===== config.mk =====
export PLATFORM = sky130hd
export DESIGN_NAME = hls_frame_stream
export DESIGN_NICKNAME = d
export VERILOG_FILES = /design/src/rtl/hls_stream_pkg.sv /design/src/rtl/hls_pixel_op.sv /design/src/rtl/hls_frame_stream.sv
export SDC_FILE = /design/constraint.sdc
export NUM_CORES = 1
export LEC_CHECK = 0
export ABC_CLOCK_PERIOD_IN_PS = 6100
export BUFFER_PORTS_ARGS = -buffer_cell sky130_fd_sc_hd__buf_2
export CORE_MARGIN = 2
export CORE_UTILIZATION = 56
export CTS_CLUSTER_DIAMETER = 100
export DETAILED_ROUTE_END_ITERATION = 6
export PLACE_DENSITY = 0.87
export SYNTH_ARGS = -nofsm -noshare
export SYNTH_HDL_FRONTEND = slang
export SYNTH_HIERARCHICAL = 1
export SYNTH_SLANG_ARGS = --single-unit
export TNS_END_PERCENT = 1

===== constraint.sdc =====
create_clock -name ap_clk -period 6.1 [get_ports ap_clk]
set_input_delay 1.22 -clock ap_clk [delete_from_list [all_inputs] [get_ports ap_clk]]
set_output_delay 1.22 -clock ap_clk [all_outputs]
set_load 0.05 [all_outputs]

===== src/rtl/hls_stream_pkg.sv =====
// Shared constants for the frame-streaming pixel blocks: operation codes and FSM states.
package hls_stream_pkg;

  localparam logic [1:0] MODE_PASS = 2'd0;
  localparam logic [1:0] MODE_INV  = 2'd1;
  localparam logic [1:0] MODE_THR  = 2'd2;
  localparam logic [1:0] MODE_SADD = 2'd3;

  typedef enum logic [1:0] {
    IDLE = 2'd0,
    RUN  = 2'd1,
    DONE = 2'd2
  } state_t;

endpackage


===== src/rtl/hls_pixel_op.sv =====
// Combinational per-pixel operation: pass, invert, threshold or saturating add.
module hls_pixel_op
  import hls_stream_pkg::*;
#(
  parameter int DATA_W = 8
) (
  input  logic [1:0]        mode,
  input  logic [DATA_W-1:0] param,
  input  logic [DATA_W-1:0] x,
  output logic [DATA_W-1:0] y
);

  logic [DATA_W:0] sum;

  always_comb begin
    // NOTE: every output gets a default before the case so no path can infer a latch.
    y   = x;
    sum = {1'b0, x} + {1'b0, param};
    case (mode)
      MODE_PASS: y = x;
      MODE_INV:  y = ~x;
      MODE_THR:  y = (x >= param) ? '1 : '0;
      MODE_SADD: y = sum[DATA_W] ? '1 : sum[DATA_W-1:0];
      default:   y = x;
    endcase
  end

endmodule


===== src/rtl/hls_frame_stream.sv =====
// Frame-level ap_ctrl_hs wrapper: streams FRAME_LEN pixels per ap_start through hls_pixel_op
// with a one-deep registered output stage and valid/ready on both sides.
module hls_frame_stream
  import hls_stream_pkg::*;
#(
  parameter int DATA_W    = 8,
  parameter int FRAME_LEN = 10,
  parameter int CNT_W     = $clog2(FRAME_LEN + 1)
) (
  input  logic              ap_clk,
  input  logic              ap_rst_n,
  input  logic              ap_start,
  output logic              ap_done,
  output logic              ap_idle,
  output logic              ap_ready,
  input  logic [1:0]        mode,
  input  logic [DATA_W-1:0] param,
  input  logic [DATA_W-1:0] in_data,
  input  logic              in_valid,
  output logic              in_ready,
  output logic [DATA_W-1:0] out_data,
  output logic              out_valid,
  input  logic              out_ready
);

  localparam logic [CNT_W-1:0] LEN  = CNT_W'(FRAME_LEN);
  localparam logic [CNT_W-1:0] LAST = CNT_W'(FRAME_LEN - 1);

  state_t            state;
  logic [CNT_W-1:0]  in_cnt;
  logic [CNT_W-1:0]  out_cnt;
  logic [1:0]        mode_q;
  logic [DATA_W-1:0] param_q;
  logic [DATA_W-1:0] op_y;
  logic              in_hs;
  logic              out_hs;

  // Operation runs on the configuration captured at ap_start, not the live inputs.
  hls_pixel_op #(.DATA_W(DATA_W)) u_pixel_op (
    .mode  (mode_q),
    .param (param_q),
    .x     (in_data),
    .y     (op_y)
  );

  // Accept a new pixel only if the output register is empty or draining this cycle.
  assign in_ready = (state == RUN) && (in_cnt < LEN) && (!out_valid || out_ready);
  assign in_hs    = in_valid && in_ready;
  assign out_hs   = out_valid && out_ready;

  always_ff @(posedge ap_clk or negedge ap_rst_n) begin
    if (!ap_rst_n) begin
      state     <= IDLE;
      ap_done   <= 1'b0;
      ap_idle   <= 1'b1;
      ap_ready  <= 1'b0;
      in_cnt    <= '0;
      out_cnt   <= '0;
      mode_q    <= MODE_PASS;
      param_q   <= '0;
      out_data  <= '0;
      out_valid <= 1'b0;
    end else begin
      // NOTE: non-blocking assignments keep every register update based on pre-edge values.
      ap_done  <= 1'b0;
      ap_ready <= 1'b0;
      case (state)
        IDLE: begin
          if (ap_start) begin
            mode_q  <= mode;
            param_q <= param;
            in_cnt  <= '0;
            out_cnt <= '0;
            ap_idle <= 1'b0;
            state   <= RUN;
          end
        end
        RUN: begin
          if (in_hs) begin
            out_data  <= op_y;
            out_valid <= 1'b1;
            in_cnt    <= in_cnt + CNT_W'(1);
          end else if (out_hs) begin
            out_valid <= 1'b0;
          end
          if (out_hs) begin
            out_cnt <= out_cnt + CNT_W'(1);
            if (out_cnt == LAST) begin
              ap_done  <= 1'b1;
              ap_ready <= 1'b1;
              state    <= DONE;
            end
          end
        end
        DONE: begin
          ap_idle <= 1'b1;
          state   <= IDLE;
        end
        default: begin
          out_valid <= 1'b0;
          ap_idle   <= 1'b1;
          state     <= IDLE;
        end
      endcase
    end
  end

endmodule

Word-level counts from Yosys, hierarchy flattened
Index checks and enable logic that the tools add are counted.
{"block": "totals", "ff_bits": 31, "inputBits": 23, "out_inout_bits": 13, "wordCells": 65}
{"block": "op_classes", "add_sub_neg": 3, "n_lt_le_gt_ge": 2, "n_eq_ne": 11, "n_mux": 20, "bitwise_logic": 3, "n_reduce_logical": 17}
{"operator": "$pmux 8 s4", "count": 1}
{"operator": "$mux 8", "count": 2}
{"operator": "$pmux 4 s2", "count": 2}
{"operator": "$mux 4", "count": 3}
{"operator": "$add 8x8->9", "count": 1}
{"operator": "$reduce_and 3->1", "count": 3}
{"operator": "$add 4x1->4 const B", "count": 2}
{"operator": "$ge 8x8->1", "count": 1}
{"operator": "$not 8->8", "count": 1}
{"operator": "$reduce_and 2->1", "count": 4}
{"operator": "$eq 2x2->1 const B", "count": 3}
{"operator": "$mux 1", "count": 6}
{"operator": "$mux 2", "count": 3}
{"operator": "$ne 2x2->1 const B", "count": 3}
{"operator": "$eq 2x1->1 const B", "count": 2}
{"operator": "$eq 4x4->1 const B", "count": 1}
{"operator": "$logic_and 1x1->1", "count": 4}
{"operator": "$logic_not 2->1", "count": 2}
{"operator": "$lt 4x4->1 const B", "count": 1}
{"operator": "$pmux 1 s2", "count": 2}
{"operator": "$pmux 2 s2", "count": 1}
{"operator": "$ne 3x3->1 const B", "count": 1}
{"operator": "$ne 2x1->1 const B", "count": 1}
{"operator": "$not 1->1", "count": 2}
{"operator": "other kinds (4)", "count": 4}

Logic depth before layout (Yosys ltp)
{"block": "depth", "ltp_word": 6, "depth_mapped": 9, "ltp_nobuf": 8}

Modules after synthesis
The synthesis kept the hierarchy.
{"module": "hls_frame_stream", "instances": 1, "cells_each": 125, "area_per_inst_um2": 1372.6, "seq_area_each_um2": 777.0}
{"module": "hls_pixel_op", "instances": 1, "cells_each": 123, "area_per_inst_um2": 889.6, "seq_area_each_um2": 0.0}

Worst setup path after synthesis
No wires, ideal clock.
{"block": "synth_timing", "path_type": "input to register", "startpoint": "in in_data[0]", "endpoint": "reg out_data[3]", "setup_time_ns": 0.125, "arrival_ns": 3.102, "required_ns": 5.975, "setup_slack_ns": 2.874, "path_stages": 8, "n_path_buf": 0, "cell_sequence": "ha_1 -> fa_1 -> nor2b_1 -> o311ai_1 -> a221oi_2 -> o311ai_1 -> o211ai_1 -> mux2_2"}
{"block": "synth_via", "elab_chain_cells": 3, "word_cells_on_any_way": 5, "cone_classes": "add/sub (1); order compare (1); mux (3)"}
{"item": "start, declared", "line": "hls_frame_stream.sv:18", "text": "input logic [DATA_W-1:0] in_data,"}
{"item": "$add 8x8->9 / $ge 8x8->1 (equally long branches)", "line": "hls_pixel_op.sv:18, hls_pixel_op.sv:22"}
{"item": "$mux 8 (on tied branches)", "line": "hls_pixel_op.sv:23, hls_pixel_op.sv:22"}
{"item": "$pmux 8 s4 *", "line": "hls_pixel_op.sv:19", "text": "case (mode)"}
{"item": "via op_y[3]", "line": "hls_frame_stream.sv:34", "text": "logic [DATA_W-1:0] op_y;"}
{"item": "end signal, assigned", "line": "hls_frame_stream.sv:80", "text": "out_data <= op_y;"}
{"item": "end, declared", "line": "hls_frame_stream.sv:21", "text": "output logic [DATA_W-1:0] out_data,"}
Mark *: on every way through the listed nets, which the timed path passes. The rest lies on a longest branch.
A chain may end at the register's enable or synchronous reset.

Final worst setup path
{"block": "layout_timing", "startpoint": "in out_ready", "endpoint": "out in_ready"}
{"block": "layout_via", "elab_chain_cells": 2}
{"item": "start, declared", "line": "hls_frame_stream.sv:23", "text": "input logic out_ready"}
{"item": "$logic_or 1x1->1", "line": "hls_frame_stream.sv:47", "text": "assign in_ready = (state == RUN) && (in_cnt < LEN) && (!out_valid || out_ready);"}
{"item": "$logic_and 1x1->1", "line": "hls_frame_stream.sv:47"}
{"item": "end, declared", "line": "hls_frame_stream.sv:20", "text": "output logic in_ready,"}
Every way passes these cells.

==> run metrics <==
Rel. slew slack=47.1%; Final Hold Slack=0.501 ns; Area contributors post-synth=dfrtp_1, ha_1, nand2_1, mux2_2, nor2_1; setup_tns=0 ns; wire per inst=14.2 um; Worst R2R Start=param_q[0]; Max Root-Sink Buffers=2; R2R setup slack=3.47 ns; CP Data Required Time=4.88 ns; register area=777 um2; PostCTS Resize Cnt=0; final setup vio count=0; HPWL after DPL=3610 um; Commonest cells post-synth=nand2_1, dfrtp_1, ha_1, nor2_1, inv_1; Design Area, Final=2530 um2; initial detailed-routing violation count=100; area of the multi-input gates=1340 um2; Critical Path Start Type=primary input; final WL=4690 um; Critical path buffers and inverters=2; RSZ-0062 raised after global routing=no; die area=4560 um2; Pwr per Cell Area=527 nW/um2; WS Path Type=primary input to output pin; clk sinks=31; maximum vdd ir drop=358 uV; Final Max Slew Viols=0; post-synth cell types=63; # H-tree levels=2; area leader, netlist=dfrtp_1; Arr. time, crit path=2.03 ns; Antenna Violating Nets Remaining=0; total CTS buffers=5; post-synthesis area per instance=9.12 um2; share of the synthesized area in the top cell type=33.2%; Yosys reg bits=31; Final WS setup=2.85 ns; global-route wire length before repair=7710 um; layout net count=323; Tmin final=3.25 ns; Slew @ Worst Pin=0.790 ns; DRC viols=0; # hold bufs at CTS=0; clk root buf=clkbuf_8; worst hold path startpoint=out_data[1]; Post-synth EDFFs=0; detailed-route via count=1864; quantity of I/O buffers inserted on ports=35; CP endpoint kind=output pin; Top delay family on crit path=simple AND/OR/NAND/NOR gates; Via density=5.63; CP Launch Point=out_ready; Antenna diodes=0; cell count after synthesis=248; fill count=312; Layout area overhead=11.7%; critical path depth=4; Post-CTS Setup Bufs=0; Die H=67.6 um; largest net degree at the start of global routing=32; cell repeated most along the worst path=buf_2; Final Hold Fails=0; Worst path slowest cell=buf_2; initial antenna violation count=0; FMAX=0.308 GHz; row cnt=23; synth warn=6; Placement Setup Slack=2.59 ns; R2R cell count=8; synthesized net count=291; outcome=finished clean; CP max stage delay=0.26 ns; Die W=67.6 um; Starting Density=57.4%; CTS tree=done; share of layout cells above drive strength 1=22.4%; GRT Total Usage=22.8%; core area=3940 um2; R2R Path End=out_data[3]; placed instance area=2430 um2; drt first pass iters=4; Worst-Skew Late Latency=0.29 ns; Final Skew=0.00516 ns; Hold Path Class=flop to flop; GR Overflow Total=0; Leak=0.00122 uW; Max-cap violations=0; most frequent cell after synthesis=nand2_1; Mapped Area=2260 um2; register area share after synthesis=34.3%; CP endpoint=in_ready; CP Cell Sequence=buf_2 > nand2b_1 > and3_1 > buf_2; num ports=36; dominant synthesized flop cell=dfrtp_1; worst-path maximum fanout=6; global placer's final weighted congestion=0.913; vias in the first global route=1711; Worst-path clk slew=0.07 ns; final worst-path cycle share=53.2%; FFs w/ async S/R, synth=100%
sequential cells by signal (all words and copies together), names as in the netlist:
register,cells
ap_ready,1
out_cnt,4
ap_idle,1
state,2
out_data,8
mode_q,2
param_q,8
in_cnt,4
out_valid,1
kinds of logic (layout without fill, tap and decap cells):
| kind of cell | count (synthesis) | after routing | synth area share (%) |
|---|---|---|---|
| multiplexers | 12 | 12 | 5.81 |
| adder cells (fa/ha/maj) | 20 | 20 | 11.4 |
| AO/OA/AOI/OAI | 58 | 58 | 18.9 |
| buffers and inverters | 30 | 63 | 6.53 |
| XOR/XNOR | 7 | 7 | 2.71 |
| flip-flops | 31 | 31 | 34.3 |
| AND/OR/NAND/NOR | 90 | 90 | 20.4 |
layout by cell type, fill, tap and decap left out, types with 2 or more instances in the layout:
master	instances
a211o_1	2
a211oi_1	2
a21o_1	2
a21oi_1	8
a22o_1	2
a31oi_1	8
buf_2	35
clkbuf_8	7
dfrtp_1	30
ha_1	19
inv_1	18
inv_2	2
mux2_2	8
mux2i_1	3
nand2_1	39
nand2b_1	5
nand3_1	3
nand3b_1	2
nand4b_1	2
nor2_1	19
nor2b_1	3
nor3_1	3
o211ai_1	4
o21ai_0	5
o21ai_1	2
o21ai_2	2
o21bai_1	4
o311ai_1	2
or3_1	3
xnor2_1	2
xor2_1	5
cell type report:
type	count	area share [%]
Clock buffer	8	3.96
Inverter	20	2.97
Multi-Input combinational cell	187	52.9
Sequential cell	31	30.7
Tap cell	50	2.48
Timing Repair Buffer	35	6.93
stage by stage:
stage	std cells	total power, uW	utilization (%)
6_report	331	1330	64.1
5_1_grt	331	1440	64.1
4_1_cts	331	1340	64.1
3_5_place_dp	323	1150	61.6
3_3_place_gp	323	1130	61.6
2_1_floorplan	248	997	-
routing by layer:
metal / vias to the layer above / wire length (um) / GRT usage, %
met4: 0 / 63 / 8.93
met5: - / 0 / 0
met1: 882 / 2060 / 29.9
li1: 934 / - / -
met2: 41 / 2330 / 37.0
met3: 7 / 239 / 4.67
where the power goes:
part	switching, uW	internal, uW	leakage [uW]
Sequential	107	298	0.000376
Combinational	453	291	0.000791
Clock	80.4	103	0.0000515
Total	640	692	0.00122
how the worst min path moves through the flow:
stage,to,slack [ns],cells after the start
4_1_cts,out_data[1],0.51,1
6_report,out_data[1],0.50,1
3_3_place_gp,ap_idle,0.47,2
3_5_place_dp,out_data[1],0.49,1
5_1_grt,out_data[1],0.52,1
2_1_floorplan,mode_q[0],0.44,2
worst reg2reg max path, cell delays in order, from the launching register on:
cell      delay [ns]
dfrtp_1         0.41
ha_1            0.27
fa_1            0.41
nor2b_1         0.17
o311ai_1        0.37
a221oi_2        0.18
o311ai_1        0.31
o211ai_1        0.12
mux2_2          0.27
Power figures use the tool's default switching activity.
